===== src/rtl/fetch_queue.sv =====
// Instruction fetch front end: issues up to MAX_OUT in-order requests on the inst_* bus
// and buffers responses in a DEPTH-entry FIFO toward decode; redirects flush everything.
`timescale 1ns/1ps
module fetch_queue #(
    parameter int          DEPTH    = 4,
    parameter int          MAX_OUT  = 2,
    parameter logic [31:0] RESET_PC = 32'hbfc00000
) (
    input  logic                         clk,
    input  logic                         reset,
    input  logic                         redirect,
    input  logic [31:0]                  redirect_pc,
    output logic                         inst_req,
    output logic [31:0]                  inst_addr,
    input  logic                         inst_addr_ok,
    input  logic [31:0]                  inst_rdata,
    input  logic                         inst_data_ok,
    output logic                         out_valid,
    output logic [31:0]                  out_pc,
    output logic [31:0]                  out_inst,
    input  logic                         out_ready,
    output logic [$clog2(MAX_OUT+1)-1:0] inflight
);

    localparam int PTR_W = $clog2(DEPTH);
    localparam int CNT_W = PTR_W + 1;
    localparam int IF_W  = $clog2(MAX_OUT + 1);
    localparam int SUM_W = CNT_W + 1;

    logic [31:0]      fetch_pc_q, fetch_pc_d;
    logic [31:0]      resp_pc_q, resp_pc_d;
    logic [31:0]      stale_addr_q, stale_addr_d;
    logic [PTR_W-1:0] wr_ptr_q, wr_ptr_d;
    logic [PTR_W-1:0] rd_ptr_q, rd_ptr_d;
    logic [CNT_W-1:0] count_q, count_d;
    logic [IF_W-1:0]  inflight_q, inflight_d;
    logic [IF_W-1:0]  discard_q, discard_d;
    logic             stale_q, stale_d;
    logic             held_q, held_d;

    logic [31:0]      mem_pc_q   [DEPTH];
    logic [31:0]      mem_inst_q [DEPTH];

    logic [SUM_W-1:0] occupancy;
    logic             credit_ok;
    logic             req;
    logic [31:0]      addr;
    logic             accept;
    logic             drop;
    logic             push;
    logic             pop;
    logic             head_valid;
    logic             pending_unaccepted;

    // Request side: credits reserve FIFO space for every accepted request.
    always_comb begin
        occupancy          = SUM_W'(inflight_q) + SUM_W'(count_q);
        credit_ok          = (occupancy < SUM_W'(DEPTH)) && (inflight_q < IF_W'(MAX_OUT));
        req                = !reset && (held_q || credit_ok);
        addr               = stale_q ? stale_addr_q : fetch_pc_q;
        accept             = req && inst_addr_ok;
        pending_unaccepted = req && !inst_addr_ok;
        drop               = inst_data_ok && (discard_q != '0);
        push               = inst_data_ok && !drop && !redirect;
        head_valid         = (count_q != '0) && !redirect;
        pop                = head_valid && out_ready;
    end

    always_comb begin
        inflight_d = inflight_q;
        if (accept) begin
            inflight_d = inflight_d + IF_W'(1);
        end
        if (inst_data_ok) begin
            inflight_d = inflight_d - IF_W'(1);
        end
    end

    // Everything already issued when a redirect lands is owed a discard.
    always_comb begin
        discard_d = discard_q;
        if (drop) begin
            discard_d = discard_d - IF_W'(1);
        end
        if (accept && stale_q) begin
            discard_d = discard_d + IF_W'(1);
        end
        if (redirect) begin
            discard_d = inflight_d;
        end
    end

    // A request caught unaccepted by a redirect keeps its old address until taken.
    always_comb begin
        held_d       = pending_unaccepted;
        stale_d      = stale_q;
        stale_addr_d = stale_addr_q;
        if (accept) begin
            stale_d = 1'b0;
        end
        if (redirect && pending_unaccepted) begin
            stale_d      = 1'b1;
            stale_addr_d = addr;
        end
    end

    always_comb begin
        fetch_pc_d = fetch_pc_q;
        resp_pc_d  = resp_pc_q;
        if (accept && !stale_q) begin
            fetch_pc_d = fetch_pc_q + 32'd4;
        end
        if (push) begin
            resp_pc_d = resp_pc_q + 32'd4;
        end
        if (redirect) begin
            fetch_pc_d = redirect_pc;
            resp_pc_d  = redirect_pc;
        end
    end

    always_comb begin
        wr_ptr_d = wr_ptr_q;
        rd_ptr_d = rd_ptr_q;
        count_d  = count_q;
        if (redirect) begin
            wr_ptr_d = '0;
            rd_ptr_d = '0;
            count_d  = '0;
        end else begin
            if (push) begin
                wr_ptr_d = wr_ptr_q + PTR_W'(1);
            end
            if (pop) begin
                rd_ptr_d = rd_ptr_q + PTR_W'(1);
            end
            case ({push, pop})
                2'b10:   count_d = count_q + CNT_W'(1);
                2'b01:   count_d = count_q - CNT_W'(1);
                default: count_d = count_q;
            endcase
        end
    end

    always_ff @(posedge clk) begin
        if (reset) begin
            fetch_pc_q <= RESET_PC;
            resp_pc_q  <= RESET_PC;
            wr_ptr_q   <= '0;
            rd_ptr_q   <= '0;
            count_q    <= '0;
            inflight_q <= '0;
            discard_q  <= '0;
            stale_q    <= 1'b0;
            held_q     <= 1'b0;
        end else begin
            fetch_pc_q <= fetch_pc_d;
            resp_pc_q  <= resp_pc_d;
            wr_ptr_q   <= wr_ptr_d;
            rd_ptr_q   <= rd_ptr_d;
            count_q    <= count_d;
            inflight_q <= inflight_d;
            discard_q  <= discard_d;
            stale_q    <= stale_d;
            held_q     <= held_d;
        end
    end

    // Storage only; validity is tracked by count_q and stale_q.
    always_ff @(posedge clk) begin
        stale_addr_q <= stale_addr_d;
        if (push) begin
            mem_pc_q[wr_ptr_q]   <= resp_pc_q;
            mem_inst_q[wr_ptr_q] <= inst_rdata;
        end
    end

    assign inst_req  = req;
    assign inst_addr = addr;
    assign out_valid = head_valid;
    assign out_pc    = (count_q != '0) ? mem_pc_q[rd_ptr_q] : 32'd0;
    assign out_inst  = (count_q != '0) ? mem_inst_q[rd_ptr_q] : 32'd0;
    assign inflight  = inflight_q;

    a_no_orphan_data: assert property (@(posedge clk) disable iff (reset)
        inst_data_ok |-> (inflight_q != '0));

    a_credit_bound: assert property (@(posedge clk) disable iff (reset)
        occupancy <= SUM_W'(DEPTH));

    a_held_stable: assert property (@(posedge clk) disable iff (reset)
        (inst_req && !inst_addr_ok) |=> (inst_req && $stable(inst_addr)));

endmodule


===== config.mk =====
export PLATFORM = sky130hd
export DESIGN_NAME = fetch_queue
export DESIGN_NICKNAME = d
export VERILOG_FILES = /design/src/rtl/fetch_queue.sv
export SDC_FILE = /design/constraint.sdc
export NUM_CORES = 1
export LEC_CHECK = 0
export BUFFER_PORTS_ARGS = -buffer_cell sky130_fd_sc_hd__buf_2
export CAP_MARGIN = 0
export CORE_ASPECT_RATIO = 1.4
export CORE_MARGIN = 2
export CORE_UTILIZATION = 45
export DETAILED_ROUTE_END_ITERATION = 10
export GPL_TIMING_DRIVEN = 0
export PLACE_DENSITY_LB_ADDON = 0.25
export SETUP_SLACK_MARGIN = 0.5
export SLEW_MARGIN = 5
export SYNTH_ARGS = -nofsm -noshare
export SYNTH_HDL_FRONTEND = slang
export SYNTH_SLANG_ARGS = --single-unit

===== constraint.sdc =====
create_clock -name clk -period 4.87 [get_ports clk]
set_clock_uncertainty 0.15 [all_clocks]
set_input_delay 0.2435 -clock clk [delete_from_list [all_inputs] [get_ports clk]]
set_output_delay 0.2435 -clock clk [all_outputs]
set_load 0.03 [all_outputs]

==> summary.md <==
| Metric | Value |
|---|---|
| Outcome | `finished, final reports clean` |
| Final non-filler cell area | `0.0184 mm2` |
| Htree depth | `2` |
| Synth Flop Type | `edfxtp_1` |
| First-pass GRT wire length | `51,200 um` |
| Antenna Violating Nets Remaining | `0` |
| GPL Wtd Cong | `0.910` |
| Layout area overhead | `22.3%` |
| FF-to-FF path depth | `6` |
| Critical path endpoint category | `output port` |
| Maximum clock rate | `0.317 GHz` |
| Vias in the first global route | `9,306` |
| Cell variety after synth | `57` |
| Tcrit/Tclk final | `64.9%` |
| FF-to-FF setup slack | `2180 ps` |
| Area of the mapped netlist | `0.0151 mm2` |
| Seq/Total Area, Yosys | `67.8%` |
| Syn Nets | `1,049` |
| Max capacitance violation total | `0` |
| Final setup viols | `0` |
| Placed cell area | `0.0166 mm2` |
| Ys async rst share | `0%` |
| Worst path most repeated cell | `buf_2` |
| Grt ovf | `0` |
| CTS sink count | `367` |
| PwrDens | `381 mW/mm2` |
| Synth Instances | `969` |
| Reg2reg start | `discard_q[0]` |
| Worst flop-to-flop path endpoint | `mem_inst_q[1][8]` |
| Inserted Clock Buffers | `36` |
| Count leader, synth | `edfxtp_1` |
| Largest net degree at the start of global routing | `45` |
| Post-synth EDFFs | `288` |
| Hold path start | `redirect_pc[10]` |
| Clock transition at path regs | `60 ps` |
| Worst VDD drop | `0.292 mV` |
| DR vias | `8,957` |
| HP Class | `in2reg` |
| Longest Clk Path Bufs | `3` |
| Total negative slack | `0 ps` |
| Final WS setup | `1710 ps` |
| #FFs+latches synth | `367` |
| Crit path DAT | `2760 ps` |
| Detailed Place HPWL | `22,100 um` |
| Worst rel slew slack | `50.9%` |
| CP top delay family | `buffers and inverters` |
| Initial antenna violation count | `0` |
| Ys Warns | `0` |
| Final Hold Vio Count | `0` |
| CTS resizes | `0` |
| Worst Path Required | `4480 ps` |
| Worst-path cell chain | `clkbuf_1 > buf_2 > mux4_2 > nor2b_1 > buf_2` |
| Crit path time final | `3160 ps` |
| I/O Buffers | `168` |
| Clk_lat worst skew | `520 ps` |
| Buffers & Inverters on Critical Path | `3` |
| Setup bufs post-CTS | `0` |
| Final nets | `1,325` |
| Starting Density | `45.5%` |
| Gr usage total | `19.0%` |
| Max Slew Vio Count | `0` |
| Total Wirelength | `33,000 um` |
| Clock root cell | `clkbuf_16` |
| Vias per inst | `5.22` |
| Finished Core Util | `55.7%` |
| Core Area | `0.0331 mm2` |
| Die Footprint | `0.0350 mm2` |
| Post-synth top area share | `57.3%` |
| Crit-path slowest cell | `mux4_2` |
| Hold depth | `4` |
| Placement Setup Slack | `1770 ps` |
| Worst slew pin tran | `736 ps` |
| Worst Setup Start Kind | `flip-flop` |
| DR WL/cell | `19.2 um` |
| Worst hold endpoint | `resp_pc_q[10]` |
| Die Y | `221 um` |
| DRT iter0 DRCs | `361` |
| Avg Inst Size Synth | `15.6 um2` |
| Drt pass-1 iters | `4` |
| Crit path kind | `reg2out` |
| Die extent in x | `159 um` |
| Synth cell count leaders | `edfxtp_1, dfxtp_1, nor2b_1` |
| RSZ-0062 raised after global routing | `false` |
| Pleak | `0.00640 uW` |
| Layout cells sized above 1 | `27.9%` |
| Fill cell count | `2,693` |
| Std-Cell Rows | `79` |
| Synth area leaders | `edfxtp_1, dfxtp_1, mux4_2` |
| CTS tree | `done` |
| Antenna fix cells | `0` |
| Residual DRC count | `0` |
| IO Count | `170` |
| CP max FO | `10` |
| Leading area contributor after synthesis | `edfxtp_1` |
| Max stage delay on crit path | `580 ps` |
==> worst reg2reg max path, cell delays in order (launching register included) <==
cell and delay [ps]:
dfxtp_1 320, inv_1 80, ha_1 230, and2_1 210, clkbuf_1 410, and3_4 650
buf_12 300
==> sequential cells by signal, indices dropped and copies added, names as in the netlist, 2 cells and up, named ones only <==
name	cells
count_q	3
discard_q	2
fetch_pc_q	32
inflight	2
mem_inst_q	128
mem_pc_q	128
rd_ptr_q	2
resp_pc_q	32
stale_addr_q	32
wr_ptr_q	2
==> worst max path at each step <==
stage / startpoint / end / slack [ps] / cells after the start
finish: flip-flop / out_pc[30] / 1710 / 5
global route: flip-flop / out_pc[30] / 1450 / 5
CTS: flip-flop / out_pc[3] / 1540 / 5
detailed placement: redirect / count_q[2] / 1770 / 11
global placement: redirect / mem_inst_q[1][8] / -60 / 5
floorplan: inflight[1] / stale_addr_q[0] / 880 / 4
==> report_power, final <==
group	total [uW]	internal (uW)	switching [uW]
combinational	633	258	376
sequential	3590	3500	84.0
clock	2810	1670	1140
total	7030	5430	1600
==> per-stage QoR <==
step | cells | hold slack [ps] | power [uW]
final | 1716 | 31.4 | 7030
after global routing | 1716 | 33.9 | 7290
after CTS | 1716 | 6.93 | 7110
after detailed placement | 1589 | 300 | 4250
after global placement | 1582 | 294 | 4240
after floorplan | 969 | 173 | 4040
==> per-layer routing <==
metal	wire, um	global-route usage, %	up-vias
li1	-	-	4257
met1	13200	22.3	4415
met2	17300	35.1	224
met3	1390	2.91	61
met4	1080	7.80	0
met5	0	0	-
==> logic make-up (layout without fill, tap and decap cells) <==
group | Yosys count | in the layout | synth area share (%)
buffers and inverters | 73 | 375 | 2.07
AO/OA/AOI/OAI | 113 | 113 | 4.63
flip-flops | 367 | 367 | 67.8
XOR/XNOR | 56 | 56 | 3.25
adder cells (fa/ha/maj) | 10 | 10 | 0.879
multiplexers | 97 | 97 | 12.0
AND/OR/NAND/NOR | 253 | 253 | 9.36
==> area by class of cell <==
cell class / instances / area, um2 / area share [%]
plain buffers: 46 / 210 / 1.14
clock buffers: 44 / 993 / 5.38
clock inverters: 20 / 206 / 1.12
inverters: 27 / 101 / 0.549
multi-input cells: 529 / 4570 / 24.7
flip-flops and latches: 367 / 10200 / 55.4
well taps: 445 / 557 / 3.02
repair buffers: 238 / 1590 / 8.59
==> layout by cell type (no fill, tap or decap), types with 5 or more instances in the layout <==
master and instances:
edfxtp_1 288, buf_2 175, dfxtp_1 79, nor2b_1 67
mux4_2 64, dlygate4sd3_1 63, a21oi_1 43, nor2_1 42
clkbuf_16 38, nand2_1 33, clkbuf_1 33, xor2_1 31
mux2_2 29, inv_1 27, xnor2_1 25, a21boi_0 25
nand4_1 24, nand3_1 23, o21ai_0 15, nor3_1 13
a31oi_1 9, ha_1 9, clkinv_2 9, or3_1 8
o21bai_1 8, buf_1 6, and3_1 6, nor4_1 5
==> what timing repair did <==
action                     CTS  global route
setup endpoints to repair    0             0
hold buffers                63             0
hold endpoints to repair   188             0
Power figures use the tool's default switching activity.
